===== config.mk =====
export PLATFORM = sky130hd
export DESIGN_NAME = can_bit_timing
export DESIGN_NICKNAME = d
export VERILOG_FILES = /design/src/rtl/can_pkg.sv /design/src/rtl/can_edge_det.sv /design/src/rtl/can_bit_timing.sv
export SDC_FILE = /design/constraint.sdc
export NUM_CORES = 1
export LEC_CHECK = 0
export CORE_ASPECT_RATIO = 0.5
export CORE_UTILIZATION = 60
export CTS_CLUSTER_DIAMETER = 100
export CTS_CLUSTER_SIZE = 30
export DETAILED_ROUTE_END_ITERATION = 12
export PLACE_DENSITY = 0.81
export SLEW_MARGIN = 20
export SYNTH_ARGS = -nofsm -noshare
export SYNTH_HDL_FRONTEND = slang
export SYNTH_SLANG_ARGS = --single-unit

===== constraint.sdc =====
create_clock -name clk -period 6.6 [get_ports clk]
set_clock_uncertainty 0.05 [all_clocks]
set_input_delay 0.66 -clock clk [delete_from_list [all_inputs] [get_ports clk]]
set_output_delay 0.66 -clock clk [all_outputs]
set_load 0.02 [all_outputs]

===== src/rtl/can_pkg.sv =====
// Shared types and defaults for the CAN bit-timing controller.
// Optional build macro: CAN_TRIPLE_SAMPLE_EN (2-of-3 majority sampling).
package can_pkg;

  typedef enum logic [1:0] {
    ST_SYNC  = 2'd0,
    ST_TSEG1 = 2'd1,
    ST_TSEG2 = 2'd2
  } can_bt_state_e;

  localparam int CAN_OVS_DEF   = 16;
  localparam int CAN_TSEG1_DEF = 11;
  localparam int CAN_TSEG2_DEF = 4;
  localparam int CAN_SJW_DEF   = 1;

  // Width of the per-segment TQ slot counter.
  localparam int CAN_CNT_W = 5;

  function automatic logic maj3(input logic a, input logic b, input logic c);
    return (a & b) | (a & c) | (b & c);
  endfunction

endpackage


===== src/rtl/can_edge_det.sv =====
// Bus history for the bit-timing controller: previous-TQ RX value, falling-edge
// flag and sampled value (2-of-3 majority when CAN_TRIPLE_SAMPLE_EN is defined).
module can_edge_det
  import can_pkg::*;
(
  input  logic clk,
  input  logic rst_n,
  input  logic tq_tick,
  input  logic rx_in,
  output logic edge_fall,
  output logic sample_val
);

  logic rx_q;

`ifdef CAN_TRIPLE_SAMPLE_EN
  logic rx_q2;

  always_ff @(posedge clk) begin
    if (!rst_n) begin
      rx_q  <= 1'b1;
      rx_q2 <= 1'b1;
    end else if (tq_tick) begin
      rx_q  <= rx_in;
      rx_q2 <= rx_q;
    end
  end

  // The two previous ticks always end TSEG1 slots because TSEG1 is at least 3 TQ.
  assign sample_val = maj3(rx_in, rx_q, rx_q2);
`else
  // NOTE: state registers use non-blocking assignments so every flop samples
  // the pre-edge value of its inputs regardless of statement order.
  always_ff @(posedge clk) begin
    if (!rst_n) begin
      rx_q <= 1'b1;
    end else if (tq_tick) begin
      rx_q <= rx_in;
    end
  end

  assign sample_val = rx_in;
`endif

  assign edge_fall = rx_q & ~rx_in;

endmodule


===== src/rtl/can_bit_timing.sv =====
// CAN bit-timing controller: sequences SYNC/TSEG1/TSEG2 on TQ ticks, samples RX,
// launches TX and applies hard sync / SJW-limited resync. Macro: CAN_TRIPLE_SAMPLE_EN.
module can_bit_timing
  import can_pkg::*;
#(
  parameter int OVS_FACTOR = CAN_OVS_DEF,
  parameter int TSEG1      = CAN_TSEG1_DEF,
  parameter int TSEG2      = CAN_TSEG2_DEF,
  parameter int SJW        = CAN_SJW_DEF
) (
  input  logic clk,
  input  logic rst_n,
  input  logic tq_tick,
  input  logic rx_in,
  input  logic tx_bit,
  input  logic hard_sync_en,
  output logic bit_start,
  output logic sample_point,
  output logic rx_bit,
  output logic tx_out,
  output logic bit_err
);

  if (OVS_FACTOR != 1 + TSEG1 + TSEG2) begin : g_chk_ovs
    $error("can_bit_timing: OVS_FACTOR must equal 1+TSEG1+TSEG2");
  end
  if (TSEG1 < 3 || TSEG1 > 15) begin : g_chk_tseg1
    $error("can_bit_timing: TSEG1 out of range 3..15");
  end
  if (TSEG2 < 2 || TSEG2 > 8) begin : g_chk_tseg2
    $error("can_bit_timing: TSEG2 out of range 2..8");
  end
  if (SJW < 1 || SJW > 4 || SJW > TSEG2) begin : g_chk_sjw
    $error("can_bit_timing: SJW must be 1..min(4,TSEG2)");
  end

  localparam logic [CAN_CNT_W-1:0] TSEG1_C = CAN_CNT_W'(TSEG1);
  localparam logic [CAN_CNT_W-1:0] TSEG2_C = CAN_CNT_W'(TSEG2);
  localparam logic [CAN_CNT_W-1:0] SJW_C   = CAN_CNT_W'(SJW);
  localparam logic [CAN_CNT_W-1:0] CNT_ONE = CAN_CNT_W'(1);

  can_bt_state_e        state, state_n;
  logic [CAN_CNT_W-1:0] cnt, cnt_n;
  logic [CAN_CNT_W-1:0] ext, ext_n;
  logic [CAN_CNT_W-1:0] shrink, shrink_n;
  logic                 resync_done, resync_done_n;
  logic                 tx_out_n, rx_bit_n;
  logic                 bit_start_n, sample_point_n, bit_err_n;
  logic                 start_ev, sample_ev, resync_ev;
  logic                 edge_fall, sample_val, resync_ok;

  can_edge_det u_edge_det (
    .clk        (clk),
    .rst_n      (rst_n),
    .tq_tick    (tq_tick),
    .rx_in      (rx_in),
    .edge_fall  (edge_fall),
    .sample_val (sample_val)
  );

  // Our own dominant bit would look like an edge, so resync only while sending recessive.
  assign resync_ok = edge_fall & tx_out & ~resync_done;

  always_ff @(posedge clk) begin
    if (!rst_n) begin
      state        <= ST_SYNC;
      cnt          <= '0;
      ext          <= '0;
      shrink       <= '0;
      resync_done  <= 1'b0;
      tx_out       <= 1'b1;
      rx_bit       <= 1'b1;
      bit_start    <= 1'b0;
      sample_point <= 1'b0;
      bit_err      <= 1'b0;
    end else begin
      state        <= state_n;
      cnt          <= cnt_n;
      ext          <= ext_n;
      shrink       <= shrink_n;
      resync_done  <= resync_done_n;
      tx_out       <= tx_out_n;
      rx_bit       <= rx_bit_n;
      bit_start    <= bit_start_n;
      sample_point <= sample_point_n;
      bit_err      <= bit_err_n;
    end
  end

  // NOTE: every signal driven here gets a default first, so no path leaves it
  // unassigned and no latch is inferred.
  always_comb begin
    state_n   = state;
    cnt_n     = cnt;
    ext_n     = ext;
    shrink_n  = shrink;
    start_ev  = 1'b0;
    sample_ev = 1'b0;
    resync_ev = 1'b0;
    if (tq_tick) begin
      if (hard_sync_en && edge_fall) begin
        // The ending TQ becomes SYNC; the next TQ is TSEG1 slot 0.
        state_n   = ST_TSEG1;
        cnt_n     = '0;
        ext_n     = '0;
        shrink_n  = '0;
        start_ev  = 1'b1;
        resync_ev = 1'b1;
      end else begin
        unique case (state)
          ST_SYNC: begin
            state_n = ST_TSEG1;
            cnt_n   = '0;
          end
          ST_TSEG1: begin
            if (resync_ok) begin
              ext_n     = (cnt < SJW_C) ? cnt + CNT_ONE : SJW_C;
              resync_ev = 1'b1;
            end
            if (cnt >= TSEG1_C + ext_n - CNT_ONE) begin
              state_n   = ST_TSEG2;
              cnt_n     = '0;
              sample_ev = 1'b1;
            end else begin
              cnt_n = cnt + CNT_ONE;
            end
          end
          ST_TSEG2: begin
            if (resync_ok && (TSEG2_C - cnt) <= SJW_C) begin
              state_n   = ST_TSEG1;
              cnt_n     = '0;
              ext_n     = '0;
              shrink_n  = '0;
              start_ev  = 1'b1;
              resync_ev = 1'b1;
            end else begin
              if (resync_ok) begin
                shrink_n  = SJW_C;
                resync_ev = 1'b1;
              end
              if (cnt >= TSEG2_C - shrink_n - CNT_ONE) begin
                state_n  = ST_SYNC;
                cnt_n    = '0;
                ext_n    = '0;
                shrink_n = '0;
                start_ev = 1'b1;
              end else begin
                cnt_n = cnt + CNT_ONE;
              end
            end
          end
          default: begin
            state_n = ST_SYNC;
            cnt_n   = '0;
          end
        endcase
      end
    end
  end

  always_comb begin
    tx_out_n       = start_ev ? tx_bit : tx_out;
    rx_bit_n       = sample_ev ? sample_val : rx_bit;
    bit_start_n    = start_ev;
    sample_point_n = sample_ev;
    bit_err_n      = sample_ev & (sample_val != tx_out);
    resync_done_n  = resync_done;
    if (resync_ev) begin
      resync_done_n = 1'b1;
    end else if (sample_ev) begin
      resync_done_n = 1'b0;
    end
  end

endmodule


# After elaboration in Yosys (flattened, before gate mapping)
# Index checks and enable logic that the tools add are counted.
dict set report totals {
  in_bits 6
  out_inout_bits 5
  reg_bits 24
  wordCells 85
}
dict set report classes {
  muxes 44
  n_eq_ne 5
  n_lt_le_gt_ge 4
  n_bitwise 6
  add_sub_neg 6
  n_reduce_logical 9
}
# op count
set ops {}
lappend ops {{2-to-1 mux 5 bit} 21}
lappend ops {{case mux 5 bit (2 select lines)} 2}
lappend ops {{2-to-1 mux 1 bit} 15}
lappend ops {{>= comparator 5 bit} 2}
lappend ops {{subtractor 3 x 5 -> 5 bit (first input constant)} 2}
lappend ops {{subtractor 5 x 1 -> 5 bit (second input constant)} 2}
lappend ops {{2-to-1 mux 2 bit} 4}
lappend ops {{case mux 2 bit (3 select lines)} 1}
lappend ops {{AND reduction 3 bit} 2}
lappend ops {{adder 4 x 5 -> 5 bit (first input constant)} 1}
lappend ops {{adder 5 x 1 -> 5 bit (second input constant)} 1}
lappend ops {{<= comparator 5 x 1 -> 1 bit (second input constant)} 1}
lappend ops {{< comparator 5 x 1 -> 1 bit (second input constant)} 1}
lappend ops {{AND 1 bit} 4}
lappend ops {{!= test 4 bit (second input constant)} 1}
lappend ops {{nonzero test 2 bit} 2}
lappend ops {{!= test 3 bit (second input constant)} 1}
lappend ops {{nonzero test 3 bit} 1}
lappend ops {{equality test 2 x 1 -> 1 bit (second input constant)} 1}
lappend ops {{equality test 2 bit (second input constant)} 1}
lappend ops {{logical AND 1 bit} 2}
lappend ops {{logical NOT 2 bit} 1}
lappend ops {{inverter 1 bit} 2}
lappend ops {{case mux 1 bit (2 select lines)} 1}
lappend ops {{2 further kinds} 2}

# Logic depth before layout (Yosys ltp)
dict set report depth {
  depth_word 17
  depth_mapped 15
  mapped_depth_nobuf 15
}

# Modules after synthesis
# A second synthesis with hierarchy kept.
dict set report unflattened {
  cells_unflattened 182
  hier_area_um2 1580.3
}
# mod instances seq_area_each_um2 cells_per_inst area_per_inst_um2
set modules_own_cells {}
lappend modules_own_cells {can_bit_timing 1 460.4 177 1532.7}
lappend modules_own_cells {can_edge_det 1 20.0 5 47.5}

# Least setup slack after synthesis
# Ideal clock, no wire load.
dict set report synth_timing {
  path_type {input to register}
  from {in rx_in}
  to {reg cnt[4]}
  t_required_ps 6433
  path_stages 12
  setup_ps 117
  arrival_ps 2897
  path_slack_ps 3536
  n_path_buf 1
  cell_sequence {nand4bb_1 > clkbuf_1 > nand2_1 > ha_1 > inv_1 > ha_1 > o211ai_1 > o21ai_0 > a21oi_4 > a41o_4 > a21o_1 > a22o_1}
}
dict set report synth_via {
  elab_chain_cells 16
  word_cells_on_any_way 26
  classes_between {add/sub: 4; order compare: 2; mux: 14; bitwise: 4; reduce/logical: 2}
}
# item line
set synth_lines {}
lappend synth_lines {{from (decl)} can_bit_timing.sv:14} ;# input logic rx_in,
lappend synth_lines {{inverter 1 bit (*)} can_edge_det.sv:45} ;# assign edge_fall = rx_q & ~rx_in;
lappend synth_lines {{AND 1 bit (*)} can_edge_det.sv:45}
lappend synth_lines {{AND 1 bit (2 in a row)} can_bit_timing.sv:62} ;# assign resync_ok = edge_fall & tx_out & ~resync_done;
lappend synth_lines {{2-to-1 mux 5 bit} can_bit_timing.sv:137} ;# if (resync_ok) begin
lappend synth_lines {{2-to-1 mux 5 bit} can_bit_timing.sv:129} ;# if (resync_ok && (TSEG2_C - cnt) <= SJW_C) begin
lappend synth_lines {{2-to-1 mux 5 bit} can_bit_timing.sv:110} ;# unique case (state)
lappend synth_lines {{2-to-1 mux 5 bit} can_bit_timing.sv:101} ;# if (hard_sync_en && edge_fall) begin
lappend synth_lines {{2-to-1 mux 5 bit} can_bit_timing.sv:100} ;# if (tq_tick) begin
lappend synth_lines {{subtractor 3 x 5 -> 5 bit} can_bit_timing.sv:141} ;# if (cnt >= TSEG2_C - shrink_n - CNT_ONE) begin
lappend synth_lines {{subtractor 5 x 1 -> 5 bit} can_bit_timing.sv:141}
lappend synth_lines {{>= comparator 5 bit} can_bit_timing.sv:141}
lappend synth_lines {{2-to-1 mux 5 bit} can_bit_timing.sv:141}
lappend synth_lines {{2-to-1 mux 5 bit} can_bit_timing.sv:129}
lappend synth_lines {{case mux 5 bit (2 select lines)} can_bit_timing.sv:110}
lappend synth_lines {{2-to-1 mux 5 bit (*)} can_bit_timing.sv:101}
lappend synth_lines {{to (signal assigned)} can_bit_timing.sv:78} ;# cnt <= cnt_n;
lappend synth_lines {{to (decl)} can_bit_timing.sv:43} ;# logic [CAN_CNT_W-1:0] cnt, cnt_n;
# Every way passes the cells marked *; elsewhere a longest branch is shown, timed or not. The select of a mux whose other input is x is not followed.
# A chain may end at the register's enable or synchronous reset.

# Worst setup path after layout
dict set report layout_timing {
  from {in rx_in}
  to {reg state[1]}
}
dict set report layout_via {
  elab_chain_cells 14
  word_cells_on_any_way 27
  classes_between {add/sub: 4; order compare: 2; eq/ne: 2; mux: 12; bitwise: 4; reduce/logical: 3}
}
# item line
set layout_lines {}
lappend layout_lines {{inverter 1 bit (*)} can_edge_det.sv:45}
lappend layout_lines {{AND 1 bit (*)} can_edge_det.sv:45}
lappend layout_lines {{AND 1 bit (2 in a row)} can_bit_timing.sv:62}
lappend layout_lines {{2-to-1 mux 5 bit} can_bit_timing.sv:137}
lappend layout_lines {{2-to-1 mux 5 bit} can_bit_timing.sv:129}
lappend layout_lines {{2-to-1 mux 5 bit} can_bit_timing.sv:110}
lappend layout_lines {{2-to-1 mux 5 bit} can_bit_timing.sv:101}
lappend layout_lines {{2-to-1 mux 5 bit} can_bit_timing.sv:100}
lappend layout_lines {{subtractor 3 x 5 -> 5 bit} can_bit_timing.sv:141}
lappend layout_lines {{subtractor 5 x 1 -> 5 bit} can_bit_timing.sv:141}
lappend layout_lines {{>= comparator 5 bit} can_bit_timing.sv:141}
lappend layout_lines {{!= test 4 bit (no line)} --}
lappend layout_lines {{AND reduction 3 bit (no line)} --}
lappend layout_lines {{to (signal assigned)} can_bit_timing.sv:77} ;# state <= state_n;
lappend layout_lines {{to (decl)} can_bit_timing.sv:42} ;# can_bt_state_e state, state_n;
# Marked as above.

==> summary.md <==
| Metric | Value |
|---|---|
| Share of cells above drive strength 1 | 9.091% |
| Pin count of the biggest net entering global routing | 21 |
| PwrDens | 153.2 nW/um^2 |
| WP data arrival | 4130 ps |
| Clock transition at path regs | 80 ps |
| Hold-fix buffers, CTS | 0 |
| FF-to-FF End | state[1] |
| Max incr delay on CP | 590 ps |
| #FFs+latches synth | 24 |
| Global-route met3 utilization | 6.250% |
| Worst Tran Pin Value | 567.8 ps |
| # DRC | 0 |
| Global route overflow | 0 |
| Pins Over Slew Limit | 0 |
| Worst-case vdd ir drop | 0.1335 mV |
| Ys flop type | dfxtp_1 |
| CTS max path bufs | 2 |
| RSZ-0062 raised after global routing | false |
| Most frequent cells in the layout | 24 x dfxtp_1, 19 x ha_1, 14 x inv_1, 14 x nor2_1, 13 x nand2_1 |
| Final TNS setup | 0 ps |
| Final hold vios | 0 |
| Critical path class | in -> reg |
| Most common cell after layout, fill and taps aside | dfxtp_1 |
| Via density | 5.739 |
| HP Start | shrink[1] |
| Area grow syn2layout | 7.633% |
| GRT Overall Usage | 24.78% |
| Vias in the first global route | 1185 |
| Die Wd | 75.55 um |
| Diodes inserted | 0 |
| R2r worst-path depth | 13 |
| Synthesized cell area | 1623 um^2 |
| Hold slack | 410.7 ps |
| Final min period | 4020 ps |
| Hold Path Depth | 1 |
| First-pass GRT wire length | 5299 um |
| Final setup fails | 0 |
| Post-CTS Repair Setup Buffers | 0 |
| Cell Area, Placed | 1705 um^2 |
| Period utilisation layout | 60.91% |
| Die area | 2929 um^2 |
| Routability cong. | 0.7996 |
| Hold Crit Class | reg -> reg |
| Critical path capture point type | register |
| Outcome | complete, no violations |
| Hold path endpoint | shrink[1] |
| CP Cell Sequence | clkdlybuf4s50_1, nand4bb_1, nor4_1, a21oi_1, inv_1, ha_1, xnor2_1, ha_1, a21oi_1, a21boi_0, nor3_1, nor2_1, o311a_1, a31o_2 |
| Asr flop ratio synth | 0% |
| Leak | 0.7356 nW |
| Synth warn | 0 |
| Ports | 11 |
| Remaining antenna violation count | 0 |
| Via Count | 1274 |
| Max-cap violations | 0 |
| Crit path launch type | primary input |
| Max Fclk | 248.7 MHz |
| Worst skew pair latency | 260 ps |
| Post-synthesis sequential area ratio | 29.61% |
| M2 GR Usage | 40.40% |
| Distinct cells, synth | 50 |
| RR Startpoint | tx_out |
| Clk root buf | clkbuf_8 |
| Post-Route WL | 3085 um |
| Wire per inst | 13.90 um |
| H-Tree Depth | 1 |
| Slowest CP cell | nand4bb_1 |
| Resized Gates After CTS | 0 |
| Worst slew margin | 61.93% |
| Detailed Route Iter0 Violations | 109 |
| CTS Buf Count | 3 |
| Most Crowded Layer GR | met2 |
| Met1 usage | 33.86% |
| Initial core utilization | 67.98% |
| Max Fanout on Critical Path | 15 |
| Cells after Synth | 180 |
| Cell Rows | 12 |
| DRT Pass-1 Iters | 5 |
| Core Box Area | 2387 um^2 |
| EDFF count, synth | 0 |
| Post-layout net count | 214 |
| Mean post-synth cell area | 9.016 um^2 |
| Fill cells | 170 |
| WP data required | 6710 ps |
| Antenna violations before repair | 0 |
| CTS tree | built |
| Final instance area | 1747 um^2 |
| R2R setup slack | 3160 ps |
| DP HPWL | 2272 um |
| Input/output buffers | 10 |
| Clock sink total | 24 |
| Mapped Nets | 205 |
| Die Y | 38.78 um |
worst max-delay path, delay by kind of cell:
family | cells | cell delay, ps
AOI/OAI and AO/OA | 5 | 770
xor gates and xnor gates | 1 | 120
adders and majority gates | 2 | 440
buffers and inverters | 2 | 610
and+or+nand+nor | 4 | 1510
registers in the layout, indices dropped and copies added, names as in the netlist, 2 cells and up:
register and count:
cnt 5, ext 5, shrink 5, state 2
through the flow:
stage	power (W)	std cells	setup WS, ps	util (%)
2_1_floorplan	0.0001783	180	3536	-
3_3_place_gp	0.0001853	219	2591	71.44
3_5_place_dp	0.0001865	219	2377	71.44
4_1_cts	0.0002694	222	2621	73.17
5_1_grt	0.0002813	222	2250	73.17
6_report	0.0002677	222	2580	73.17
worst max-delay path by stage:
| stage | from | to | slack, ps |
|---|---|---|---|
| 3_3_place_gp | rx_in | state[1] | 2590 |
| 6_report | rx_in | state[1] | 2580 |
| 4_1_cts | rx_in | state[1] | 2620 |
| 3_5_place_dp | rx_in | state[1] | 2380 |
| 2_1_floorplan | rx_in | cnt[4] | 3540 |
| 5_1_grt | rx_in | state[1] | 2250 |
synthesized netlist by cell type (all sizes together), types with 2 or more instances:
cell type	number	area [um^2]
and2	7	43.79
xnor2	3	26.28
a22o	3	27.53
a31oi	4	25.02
nand3	6	30.03
a21boi	2	15.01
dfxtp	24	480.5
nand2	13	48.80
nand4	3	18.77
o2bb2ai	3	32.53
a21o	2	15.01
nor2	14	52.55
ha	19	237.7
clkbuf	4	35.04
a21oi	8	51.30
nor4	3	18.77
inv	14	52.55
and3	3	18.77
and4bb	2	28.78
mux2i	5	50.05
nand3b	2	18.77
o211ai	3	22.52
o21ai	13	68.81
and2b	2	15.01
metal layers:
metal  vias to the layer above  part of all wire (%)
li1                        657                     -
met1                       574                    52
met2                        39                    42
met3                         4                   5.4
met4                         0                  0.36
met5                         -                     0
logic make-up after synthesis:
group | synth area share, %
AOI/OAI and AO/OA | 18.81
buffers and inverters | 7.017
and+or+nand+nor | 23.98
adders and majority gates | 14.65
xor gates and xnor gates | 2.159
DFF | 29.61
muxes | 3.778
final cells by class:
type                            instances  area (um^2)  share of cell area [%]
Inverter                               14        52.55                   3.009
Tap cell                               35        43.79                   2.507
Sequential cell                        24        480.5                   27.51
Timing Repair Buffer                   10        100.1                   5.731
Clock buffer                            3        41.29                   2.364
Multi-Input combinational cell        136         1028                   58.88
report_power, final:
part           switching [W]  internal (W)  total (W)  leakage (nW)
sequential        0.00000224      0.000147   0.000149         0.194
combinational      0.0000193     0.0000154  0.0000347         0.520
clock              0.0000432     0.0000408  0.0000840        0.0216
total              0.0000647      0.000203   0.000268         0.736
No activity file was read; power rests on OpenSTA's default activity.
